### config.mk
export PLATFORM = sky130hd
export DESIGN_NAME = z_ram_reader
export DESIGN_NICKNAME = d
export VERILOG_FILES = /design/src/rtl/z_ram_reader.sv
export SDC_FILE = /design/constraint.sdc
export NUM_CORES = 1
export LEC_CHECK = 0
export BUFFER_PORTS_ARGS = -buffer_cell sky130_fd_sc_hd__buf_2
export CAP_MARGIN = 30
export CORE_UTILIZATION = 50
export DETAILED_ROUTE_END_ITERATION = 10
export PLACE_DENSITY = 0.75
export SYNTH_ARGS = -nofsm -noshare
export SYNTH_HDL_FRONTEND = slang
export SYNTH_SLANG_ARGS = --single-unit
export TNS_END_PERCENT = 50
### constraint.sdc
create_clock -name clk -period 3.05 [get_ports clk]
set_input_delay 0.305 -clock clk [delete_from_list [all_inputs] [get_ports clk]]
set_output_delay 0.305 -clock clk [all_outputs]
set_load 0.01 [all_outputs]
### src/rtl/z_ram_reader.sv
// Read sequencer for the z-value RAM: walks (base, len) through a registered-address
// read port and streams words on valid/ready. Optional stall counter: ZRD_STALL_CNT_EN.
module z_ram_reader #(
  parameter int D_WIDTH = 4,
  parameter int A_WIDTH = 4
) (
  input  logic               clk,
  input  logic               rst,
  input  logic               start,
  input  logic [A_WIDTH-1:0] base_addr,
  input  logic [A_WIDTH:0]   len,
  output logic [A_WIDTH-1:0] r_addr,
  input  logic [D_WIDTH-1:0] ram_data,
  output logic [D_WIDTH-1:0] out_data,
  output logic               out_valid,
  input  logic               out_ready,
  output logic               out_last,
  output logic               busy,
  output logic               done
`ifdef ZRD_STALL_CNT_EN
  ,
  output logic [15:0]        stall_cnt
`endif
);

  typedef enum logic [1:0] {IDLE, RUN, FLUSH} state_t;

  state_t             state, state_nx;
  logic [A_WIDTH-1:0] ptr, addr_q;
  logic [A_WIDTH:0]   remaining;
  logic               inflight, inflight_last;
  logic [1:0]         fifo_count;
  logic [D_WIDTH-1:0] data0, data1;
  logic               last0, last1;
  logic               pop, issue, accept, done_nx;
  logic [2:0]         occ;

  assign out_valid = (fifo_count != 2'd0);
  assign out_data  = data0;
  assign out_last  = last0;
  assign busy      = (state != IDLE);
  assign pop       = out_valid && out_ready;
  assign r_addr    = issue ? ptr : addr_q;

  // Words already buffered or on their way out of the RAM, net of this cycle's pop.
  assign occ = {1'b0, fifo_count} + {2'b00, inflight} - {2'b00, pop};

  always_comb begin
    state_nx = state;
    accept   = 1'b0;
    issue    = 1'b0;
    done_nx  = 1'b0;
    case (state)
      IDLE: begin
        if (start) begin
          accept = 1'b1;
          if (len == '0) done_nx = 1'b1;
          else           state_nx = RUN;
        end
      end
      RUN: begin
        if (remaining != '0 && occ < 3'd2) begin
          issue = 1'b1;
          if (remaining == (A_WIDTH+1)'(1)) state_nx = FLUSH;
        end
      end
      FLUSH: begin
        if (pop && out_last) begin
          state_nx = IDLE;
          done_nx  = 1'b1;
        end
      end
      default: state_nx = IDLE;
    endcase
  end

  always_ff @(posedge clk or negedge rst) begin
    if (!rst) begin
      state         <= IDLE;
      done          <= 1'b0;
      ptr           <= '0;
      addr_q        <= '0;
      remaining     <= '0;
      inflight      <= 1'b0;
      inflight_last <= 1'b0;
      fifo_count    <= 2'd0;
      data0         <= '0;
      data1         <= '0;
      last0         <= 1'b0;
      last1         <= 1'b0;
    end else begin
      state         <= state_nx;
      done          <= done_nx;
      inflight      <= issue;
      inflight_last <= issue && (remaining == (A_WIDTH+1)'(1));
      if (accept) begin
        ptr       <= base_addr;
        remaining <= len;
      end else if (issue) begin
        ptr       <= ptr + A_WIDTH'(1);
        remaining <= remaining - (A_WIDTH+1)'(1);
        addr_q    <= ptr;
      end
      // Shift FIFO: entry 0 is the head; last1 is kept 0 whenever entry 1 is empty.
      case ({inflight, pop})
        2'b10: begin
          if (fifo_count == 2'd0) begin
            data0 <= ram_data;
            last0 <= inflight_last;
          end else begin
            data1 <= ram_data;
            last1 <= inflight_last;
          end
          fifo_count <= fifo_count + 2'd1;
        end
        2'b01: begin
          data0      <= data1;
          last0      <= last1;
          last1      <= 1'b0;
          fifo_count <= fifo_count - 2'd1;
        end
        2'b11: begin
          if (fifo_count == 2'd1) begin
            data0 <= ram_data;
            last0 <= inflight_last;
          end else begin
            data0 <= data1;
            last0 <= last1;
            data1 <= ram_data;
            last1 <= inflight_last;
          end
        end
        default: ;
      endcase
    end
  end

`ifdef ZRD_STALL_CNT_EN
  always_ff @(posedge clk or negedge rst) begin
    if (!rst)
      stall_cnt <= 16'd0;
    else if (accept)
      stall_cnt <= 16'd0;
    else if (busy && out_valid && !out_ready && stall_cnt != 16'hFFFF)
      stall_cnt <= stall_cnt + 16'd1;
  end
`endif

  fifo_no_overflow: assert property (@(posedge clk) disable iff (!rst)
    !(inflight && !pop && fifo_count == 2'd2));

endmodule

* Word-level counts from Yosys, hierarchy flattened
Index checks and enable logic that the tools add are counted.
** Cells by class
- Add/sub/neg operators :: 6
- Magnitude comparators :: 1
- Equal/unequal tests :: 15
- Muxes and demuxes :: 32
- Reduce and logical (&&, ||, !) cells :: 18
** Operator list (number)
- 2-to-1 mux 4 bit :: 7
- != test 2 bit, second input constant :: 8
- one-hot mux 4 bit (3 select lines) :: 1
- 2-to-1 mux 1 bit :: 11
- 2-to-1 mux 2 bit :: 5
- 2-to-1 mux 5 bit :: 2
- nonzero test 2 bit :: 5
- one-hot mux 4 bit (2 select lines) :: 1
- equality test 2 x 1 -> 1 bit, second input constant :: 3
- equality test 2 bit, second input constant :: 3
- one-hot mux 1 bit (3 select lines) :: 2
- one-hot mux 2 bit (3 select lines) :: 1
- AND reduction 3 bit :: 2
- equality test 5 x 1 -> 1 bit, second input constant :: 1
- zero test 5 bit :: 1
- AND reduction 5 bit :: 1
- nonzero test 5 bit :: 1
- subtractor 5 x 1 -> 5 bit, second input constant :: 1
- adder 4 x 1 -> 4 bit, second input constant :: 1
- logical AND 1 bit :: 4
- zero test 2 bit :: 2
- one-hot mux 2 bit (2 select lines) :: 1
- adder 2 x 1 -> 3 bit :: 1
- less-than comparator 3 x 2 -> 1 bit, second input constant :: 1
- 6 further kinds :: 6
** Storage, ports and cells
- Register bits after elaboration :: 30
- Bits of input ports :: 17
- Output and inout port bits :: 12
- Word-level logic and storage cells :: 84

* Logic depth before layout (Yosys ltp)
Gate-level depths: netlist (run 1).
- Depth in word-level cells :: 9
- Gate-level depth with buffers :: 12
- Gate-level depth less buffers :: 12

* Worst setup path before layout (run 1)
Ideal clock, no wire load.
- Path type :: reg2out
- Start :: register fifo_count[1]
- End :: output port r_addr[0]
- Arrival :: 2.629 ns
- Data required time :: 2.745 ns
- Slack :: 0.116 ns
- Stages on the path, launching flop included :: 12
- Buffers on the path :: 1
- Cells stage by stage :: dfrtp_1 -> inv_1 -> ha_1 -> nand2b_1 -> nor2_1 -> o21ai_0 -> fa_1 -> nand2_2 -> or4_4 -> clkbuf_1 -> nand2_1 -> nand2_1
** On the way
- Longest elaborated chain between the ends :: 8
- Elaborated cells between the ends (all ways) :: 9
- Classes of those cells :: add/sub: 2; order compare: 1; mux: 3; reduce/logical: 3
** Ends and longest elaborated chain
- from (decl) :: line 32 : logic [1:0] fifo_count;
- from (signal assigned) :: line 114 : fifo_count <= fifo_count + 2'd1;
- from (signal assigned) :: line 120 : fifo_count <= fifo_count - 2'd1;
- branches (longest 2 deep; another with adder 2 x 1 -> 3 bit)
- subtractor 3 x 1 -> 3 bit * :: line 46 : assign occ = {1'b0, fifo_count} + {2'b00, inflight} - {2'b00, pop};
- less-than comparator 3 x 2 -> 1 bit * :: line 62 : if (remaining != '0 && occ < 3'd2) begin
- logical AND 1 bit * :: line 62
- 2-to-1 mux 1 bit * :: line 62
- 2-to-1 mux 1 bit * :: line 53 : case (state)
- 2-to-1 mux 4 bit *
- to (decl) :: line 12 : output logic [A_WIDTH-1:0] r_addr,
Mark *: on every way between the ends.

* Worst setup path after layout (run 1)
- Start :: register fifo_count[0]
- End :: output port r_addr[1]
** On the way
- Longest elaborated chain between the ends :: 8
- Elaborated cells between the ends (all ways) :: 9
- Classes of those cells :: add/sub: 2; order compare: 1; mux: 3; reduce/logical: 3
** Ends and longest elaborated chain
- branches (longest 2 deep; another with adder 2 x 1 -> 3 bit)
- subtractor 3 x 1 -> 3 bit * :: line 46
- less-than comparator 3 x 2 -> 1 bit * :: line 62
- logical AND 1 bit * :: line 62
- 2-to-1 mux 1 bit * :: line 62
- 2-to-1 mux 1 bit * :: line 53
- named net issue :: line 35 : logic pop, issue, accept, done_nx;
- 2-to-1 mux 4 bit *
Mark *: on every way through the listed nets, which the timed path passes.

==> flow_summary.ini, run 1 <==
[sta]
fin_crit_ns = 3.11
fmax_ghz = 0.322
grt_setup_unrepaired = yes
fin_ws_ns = -0.0551
hold_viol_final = 7
fin_crit_sh = 1.02
fin_hold_ws_ns = -0.0134
finalSetupViolCount = 4
drv_slew = 0
worstMarginPinSlew_ns = 0.662
fin_skew_ns = 0.0147
slew_headroom = 0.558

[floorplanning]
fp.dieW_um = 59.9
initial_core_util = 0.536
die_h_um = 59.9
pin_count = 29
coreArea_sq_um = 3130
dieArea_sq_um = 3590
rows = 20

[drt]
drt_iter0_markers = 76
wl_met2_mm = 1.75
ant_nets = 0
wirelength_met1_mm = 1.57
drc_errors = 0
vias = 1520
first_pass_iters = 4
dr.max_layer_used = met4
vias_per_cell = 5.51
wl_met3_um = 173
wl_per_cell_um = 12.8
drt-total-wl_mm = 3.54

[clock_tree]
numCtsBuffers = 5
htree_levels = 2
clk_latency_ns = 0.33
postCtsHoldBufs = 0
cts_root_buf = clkbuf_4
clkSlewWorstSetupHoldPaths_ns = 0.10
cts_tree = yes
max-clock-path-buffers = 2
cts_sinks = 30

[logic_synthesis]
syn-instance-count = 183
synth_cell_types = 36
synth_area_per_cell_sq_um = 9.15
syn-num-nets = 210
synth_area_sq_um = 1680
ys_seq_area_frac = 0.448
synth_seq_cells = 30
yosys_warnings = 0

[cells_and_area]
diodes = 0
layout.nets = 259
drive_gt1_frac = 0.328
areaGrowthSynthToFinish_pct = 27.0
post-route-util = 0.680
most-common-layout-cells = 30 x nand2_1, 30 x dfrtp_1, 28 x buf_2, 19 x buf_4, 12 x o21ai_0

[worst_setup_path]
crit_type = reg -> out
required_ns = 2.74
start_kind = register
cp-end-kind = output pin
arrival_ns = 2.80
cp_max_fo = 6

[flow_run]
maxCapViolCount = 0

[pwr]
power_uw = 2440
powerDensity_nw_per_um2 = 1150
ir_drop_uv = 877
power_leakage_uw = 0.000999

[global_route]
grt_max_degree = 31
grt_pass1_vias = 1378
grt_usage = 0.232
antenna_found_initial = 0
grt_pass1_wl_mm = 6.05
grt-ovfl-total = 0

[placement]
dp_hpwl_mm = 2.50
place.gp.congestion = 0.832
portBuffers = 28

[hold_path]
hp-class = in -> async

[outcome]
outcome = finished, violations left
violations = negative hold slack, negative setup slack
==> through the flow <==
stage / setup WS [ns] / area (sq um) / setup TNS (ns) / cells
detailed placement: 0.0762 / 1910 / 0 / 258
global route: -0.173 / 2130 / -0.680 / 276
finish: -0.0551 / 2130 / -0.198 / 276
floorplan: 0.116 / 1680 / 0 / 183
CTS: -0.0764 / 2080 / -0.301 / 272
global placement: 0.142 / 1910 / 0 / 258
==> where the power goes <==
group / total [uW] / switching [uW] / internal, uW / leakage [uW]
Clock: 331 / 140 / 191 / 0.0000443
Sequential: 707 / 134 / 573 / 0.000366
Combinational: 1400 / 714 / 690 / 0.000589
==> cells in the mapped netlist <==
master,instances,area share
or4_4,1,0.0067
a211o_1,1,0.0052
clkbuf_1,5,0.011
nand2_2,1,0.0037
inv_2,1,0.0022
nand4b_1,1,0.0052
a221o_1,5,0.030
o2bb2ai_1,1,0.0052
o41ai_1,1,0.0052
xnor2_1,4,0.021
ha_1,9,0.067
o211ai_1,1,0.0045
o21ai_0,13,0.039
nand2b_1,2,0.0075
a31oi_1,6,0.022
nand4_1,1,0.0037
or2_2,1,0.0037
nand3b_1,1,0.0045
dfrtp_1,30,0.45
inv_1,10,0.022
mux2_2,5,0.034
nor4_1,2,0.0075
a22o_1,2,0.010
or3_1,2,0.0075
fa_1,1,0.012
nand2_1,34,0.076
nor3b_1,2,0.0090
nor2_1,10,0.022
nor4b_1,1,0.0052
or4_1,1,0.0045
nor2b_1,6,0.022
nand3_1,8,0.024
xor2_1,2,0.010
a21oi_1,9,0.027
nor3_1,2,0.0060
and2_1,1,0.0037
==> worst max-delay path, cell delays in order (launching register included) <==
cell	delay, ns
dfrtp_1	0.40
inv_2	0.08
ha_4	0.13
nand2b_4	0.14
inv_2	0.05
nor2_2	0.08
o21ai_2	0.06
fa_2	0.54
nand2_2	0.05
or4_4	0.58
inv_6	0.11
nand2_2	0.06
nand2_1	0.06
buf_2	0.12
==> cells by family after synthesis <==
kind of cell	Yosys count	synth area share
simple gates	77	0.223
compound gates	39	0.149
flops	30	0.448
buf+inv	16	0.0358
fa+ha+maj	10	0.0792
xor+xnor	6	0.0314
mux	5	0.0336
==> cell type report <==
type | instances | area [sq um]
Fill cell | 261 | 1000
Sequential cell | 30 | 751
Multi-Input combinational cell | 137 | 911
Inverter | 11 | 46.3
Timing Repair Buffer | 47 | 283
Clock inverter | 1 | 30.0
Clock buffer | 6 | 51.3
Tap cell | 44 | 55.1
==> final timing paths <==
| path | start | slack, ns | endpoint | cells past startpoint |
|---|---|---|---|---|
| worst min-delay path | rst | -0.01 | remaining[2] | 1 |
| min in group clk | base_addr[0] | 0.17 | ptr[0] | 3 |
| max in group asynchronous | rst | 2.61 | done | 1 |
| worst min register to register | addr_q[2] | 0.48 | addr_q[2] | 2 |
| worst max-delay path | fifo_count[0] | -0.06 | r_addr[1] | 13 |
| worst max register to register | fifo_count[0] | 0.09 | remaining[3] | 12 |
==> state kept, by name, summed over array words and instances (netlist names) <==
signal         flops
addr_q             4
inflight           1
out_data           4
out_last           1
done               1
remaining          5
last1              1
data1              4
state              2
ptr                4
inflight_last      1
fifo_count         2
==> per-layer routing <==
metal / track usage / vias up
met5: 0 / -
met4: 0.0930 / 0
met3: 0.0693 / 4
met2: 0.392 / 43
met1: 0.273 / 735
li1: - / 738
==> what timing repair did <==
item | in CTS | in global routing
hold endpoints to repair | 0 | 0
resized for setup | 14 | 4
pin swaps | 7 | 5
endpoints found under the setup margin | 4 | 5
setup buffers | 7 | 4
No activity file was read; power rests on OpenSTA's default activity.
==> inputs of run 2 (changes only) <==
Settings changed: BUFFER_PORTS_ARGS -buffer_cell sky130_fd_sc_hd__buf_2 to unset, CTS_BUF_LIST set to sky130_fd_sc_hd__clkbuf_8, DONT_BUFFER_PORTS set to 1, HOLD_SLACK_MARGIN set to 0.08, PLACE_DENSITY 0.75 to 0.68.
==> run 2 against run 1 <==
  * Clock power grew 52%
  * Worst hold slack gained 0.15 ns
  * Worst setup slack gained 0.065 ns
  * Cell count shrank 9.1%
  * The flow now finishes without violations
  * Sequential cell count is the same
  * Clock-buffer cell count is the same
  * Critical path type unchanged
  * Critical path depth shrank 1
==> flow_summary.ini, run 2 (same netlist as run 1, synthesis figures left out) <==
[worst_setup_path]
crit_path_cell_trace = inv_2 > ha_4 > nand2b_4 > inv_4 > nor2_4 > o21ai_2 > fa_2 > nand2_4 > or4_4 > inv_8 > nand2_4 > nand2_4
slowest_stage = or4_4
arrival_ns = 2.74
cp-end-kind = output pin
start_kind = register
cp_max_fo = 6
crit_type = reg -> out
slowest_delay_ns = 0.59
required_ns = 2.74
crit_top_cell = nand2_4

[sta]
fin_crit_sh = 0.997
slew_headroom = 0.572
hold_viol_final = 0
fin_crit_ns = 3.04
grt_setup_unrepaired = yes
drv_slew = 0
finalSetupViolCount = 0
fmax_ghz = 0.329
fin_skew_ns = 0.00628
worstMarginPinSlew_ns = 0.636

[cells_and_area]
final_common_cell = dfrtp_1
top_register = remaining
final_cells = 251
layout.nets = 233
diodes = 0
largest_reg_flops = 5
post-route-util = 0.690
final_cell_area_sq_um = 2160
drive_gt1_frac = 0.271
areaGrowthSynthToFinish_pct = 28.8
most-common-layout-cells = 30 x dfrtp_1, 25 x nand2_1, 18 x buf_4, 12 x o21ai_0

[drt]
drt_iter0_markers = 48
vias = 1447
drc_errors = 0
vias_per_cell = 5.76
wl_per_cell_um = 15.1
first_pass_iters = 4
drt-total-wl_mm = 3.80
ant_nets = 0

[hold_path]
hp-class = in -> reg

[floorplanning]
rows = 20
dieArea_sq_um = 3590
fp.dieW_um = 59.9
initial_core_util = 0.536
coreArea_sq_um = 3130
pin_count = 29
die_h_um = 59.9

[global_route]
antenna_found_initial = 0
grt-ovfl-total = 0
grt_usage = 0.247
grt_pass1_wl_mm = 6.41
grt_max_degree = 31
grt_pass1_vias = 1422

[clock_tree]
cts_tree = yes
clkSlewWorstSetupHoldPaths_ns = 0.07
htree_levels = 2
clk_latency_ns = 0.28
numCtsBuffers = 5
max-clock-path-buffers = 2
cts_sinks = 30
cts_root_buf = clkbuf_8

[placement]
post_dp_cell_area_sq_um = 1760
dp_hpwl_mm = 2.49
portBuffers = 0
dp_cells = 228
place.gp.congestion = 0.846

[outcome]
outcome = finished clean

[pwr]
powerDensity_nw_per_um2 = 1270
ir_drop_uv = 814
power_leakage_uw = 0.000960

[flow_run]
maxCapViolCount = 0
## run 2: critical path, delay by kind of cell (launching register included)
| kind | cells | cell delay [ns] |
|---|---|---|
| AOI/OAI and AO/OA | 1 | 0.06 |
| adders and majority gates | 2 | 0.71 |
| buffers and inverters | 3 | 0.26 |
| DFF | 1 | 0.40 |
| and+or+nand+nor | 6 | 1.01 |
## run 2: final timing paths
kind	startpoint	endpoint	slack, ns	cells past startpoint
max	fifo_count[1]	r_addr[0]	0.01	12
min	base_addr[0]	ptr[0]	0.14	2
max reg2reg	fifo_count[1]	remaining[3]	0.03	12
min reg2reg	addr_q[2]	addr_q[2]	0.50	2
max in group asynchronous	rst	state[1]	2.42	2
min in group asynchronous	rst	ptr[0]	0.46	2
## run 2: power breakdown
part / switching (uW) / internal (uW) / total (uW)
combinational: 788 / 706 / 1490
clock: 155 / 348 / 503
sequential: 166 / 574 / 740
total: 1110 / 1630 / 2740
## run 2: metal layers
| layer | global-route usage | wire length (um) | vias to the layer above |
|---|---|---|---|
| met5 | 0 | 0 | - |
| met4 | 0.130 | 81 | 0 |
| met3 | 0.0801 | 235 | 9 |
| met2 | 0.406 | 1910 | 43 |
| met1 | 0.285 | 1580 | 706 |
| li1 | - | - | 689 |
## run 2: stage by stage
step / setup TNS [ns] / setup WS, ns / hold slack (ns) / total power (uW)
floorplan: 0 / 0.116 / 0.00941 / 1520
global placement: 0 / 0.119 / 0.0101 / 1700
detailed placement: 0 / 0.0417 / 0.0100 / 1740
CTS: 0 / 0.00630 / 0.125 / 2540
global route: -0.337 / -0.0701 / 0.145 / 2950
finish: 0 / 0.00972 / 0.137 / 2740
## run 2: final cells by class
type	instances	area [sq um]
inverters	11	51.3
multi-input cells	138	992
well taps	44	55.1
repair buffers	20	165
flip-flops and latches	30	751
clock buffers	6	82.6
fillers	232	971
clock inverters	2	60.1
## run 2: what timing repair did
item / 4_1_cts / 5_1_grt
hold buffers: 2 / 0
gates resized for setup: 24 / 13
gates cloned: 1 / 0
endpoints found under the hold margin: 30 / 0
setup endpoints to repair: 4 / 5
setup buffers: 7 / 5
pin swaps: 10 / 11
==> inputs of run 3 (changes only) <==
Settings changed: BUFFER_PORTS_ARGS set to -buffer_cell sky130_fd_sc_hd__buf_2, DONT_BUFFER_PORTS 1 to unset, PLACE_DENSITY 0.68 to 0.75.
==> run 3 against run 2 <==
  * Global-route usage shrank 0.48 points
  * Largest power group unchanged
  * Worst hold slack improved by 0.088 ns
  * The run now ends with negative setup slack left
  * Clock skew is 0.0022 ns lower
==> flow_summary.ini, run 3 (same netlist as run 1, synthesis figures left out) <==
[outcome]
outcome = finished, violations left
violations = negative setup slack

[clock_tree]
cts_tree = yes
clk_latency_ns = 0.28
cts_root_buf = clkbuf_8
htree_levels = 2
max-clock-path-buffers = 2
numCtsBuffers = 5
clkSlewWorstSetupHoldPaths_ns = 0.06
cts_sinks = 30

[placement]
pre_cts_slack_ns = 0.0762
portBuffers = 28
dp_cells = 258
dp_hpwl_mm = 2.50
place.gp.congestion = 0.832

[drt]
first_pass_iters = 4
ant_nets = 0
drt_iter0_markers = 120
wl_per_cell_um = 13.5
vias = 1563
vias_per_cell = 5.52
drc_errors = 0
drt-total-wl_mm = 3.81

[global_route]
grt_pass1_vias = 1437
antenna_found_initial = 0
grt_max_degree = 31
grt_pass1_wl_mm = 6.35
grt-ovfl-total = 0
grt_usage = 0.242

[cells_and_area]
diodes = 0
drive_gt1_frac = 0.347
most-common-layout-cells = 30 x nand2_1, 30 x dfrtp_1, 28 x buf_2, 25 x buf_4, 12 x o21ai_0
fill_cells = 234
largest_reg_flops = 5
areaGrowthSynthToFinish_pct = 32.2
layout.nets = 266
top_register = remaining
final_cells = 283
post-route-util = 0.708

[sta]
fmax_ghz = 0.325
slew_headroom = 0.558
worstMarginPinSlew_ns = 0.662
fin_ws_ns = -0.0228
drv_slew = 0
hold_viol_final = 0
finalSetupViolCount = 4
fin_crit_ns = 3.07
finalSetupTns_ns = -0.0704
grt_setup_unrepaired = yes
fin_skew_ns = 0.00409
fin_crit_sh = 1.01

[floorplanning]
die_h_um = 59.9
dieArea_sq_um = 3590
fp.dieW_um = 59.9
rows = 20
pin_count = 29
coreArea_sq_um = 3130
initial_core_util = 0.536

[worst_setup_path]
rr_endpoint = addr_q[2]
slowest_delay_ns = 0.58
r2r_setup_slack_ns = 0.06
start_kind = register
cp-end-kind = output pin
cp_max_fo = 6
arrival_ns = 2.77
required_ns = 2.74
crit_buf_inv = 3
crit_path_cell_trace = inv_2 > ha_4 > nand2b_4 > nor2_2 > o21ai_2 > fa_2 > nand2_2 > or4_4 > inv_6 > nand2_2 > nand2_1 > buf_2
crit_top_cell = nand2_2
slowest_stage = or4_4
r2r-start = fifo_count[0]
worstRegToRegCells = 16
path_delay_family = simple AND/OR/NAND/NOR gates
crit_type = reg -> out

[flow_run]
maxCapViolCount = 0

[hold_path]
worstHoldStart = base_addr[0]
hp-class = in -> reg
holdPathStages = 3
hold_end = ptr[0]

[pwr]
powerDensity_nw_per_um2 = 1210
ir_drop_uv = 905
power_leakage_uw = 0.00104
[run 3: worst max-delay path by stage]
stage	startpoint	endpoint	slack, ns	cells after the start
2_1_floorplan	fifo_count[1]	r_addr[0]	0.12	11
3_3_place_gp	fifo_count[1]	r_addr[1]	0.14	12
3_5_place_dp	fifo_count[0]	r_addr[2]	0.08	12
4_1_cts	fifo_count[1]	r_addr[2]	-0.02	13
5_1_grt	fifo_count[0]	r_addr[2]	-0.11	12
6_report	fifo_count[0]	r_addr[2]	-0.02	12
[run 3: where the power goes]
group | total, uW | switching (uW) | internal [uW]
logic | 1570 | 770 | 795
clock network | 411 | 150 | 261
registers | 711 | 137 | 575
total | 2690 | 1060 | 1630
[run 3: final cells by class]
cell class              instances  area (sq um)  share of cell area
well taps                      44          55.1              0.0249
multi-input cells             137           912               0.412
clock buffers                   6          82.6              0.0373
inverters                      11          46.3              0.0209
clock inverters                 1          30.0              0.0136
flip-flops and latches         30           751               0.339
repair buffers                 54           338               0.153
[run 3: repair_timing]
action	4_1_cts	5_1_grt
hold buffers	1	0
pin swaps	8	5
hold endpoints to repair	27	0
endpoints found under the setup margin	4	8
buffers inserted	15	2
resized for setup	14	4
[run 3: per-layer routing]
| layer | global-route usage | vias to the layer above | wire length (um) |
|---|---|---|---|
| met4 | 0.0864 | 0 | 46 |
| met5 | 0 | - | 0 |
| li1 | - | 753 | - |
| met2 | 0.417 | 54 | 1960 |
| met1 | 0.286 | 749 | 1620 |
| met3 | 0.0693 | 7 | 183 |
[run 3: stage by stage]
step | hold WS (ns) | instance area (sq um) | total power (uW)
after global placement | 0.375 | 1910 | 1820
after floorplan | 0.00941 | 1680 | 1520
final | 0.225 | 2210 | 2690
after detailed placement | 0.378 | 1910 | 1870
after CTS | 0.223 | 2180 | 2610
after global routing | 0.231 | 2210 | 2910
[run 3: tightest hold or removal path, delay by kind of cell]
family	cells	cell delay [ns]
buffers and inverters	1	0.08
AND/OR/NAND/NOR	1	0.03
AO/OA/AOI/OAI	1	0.06
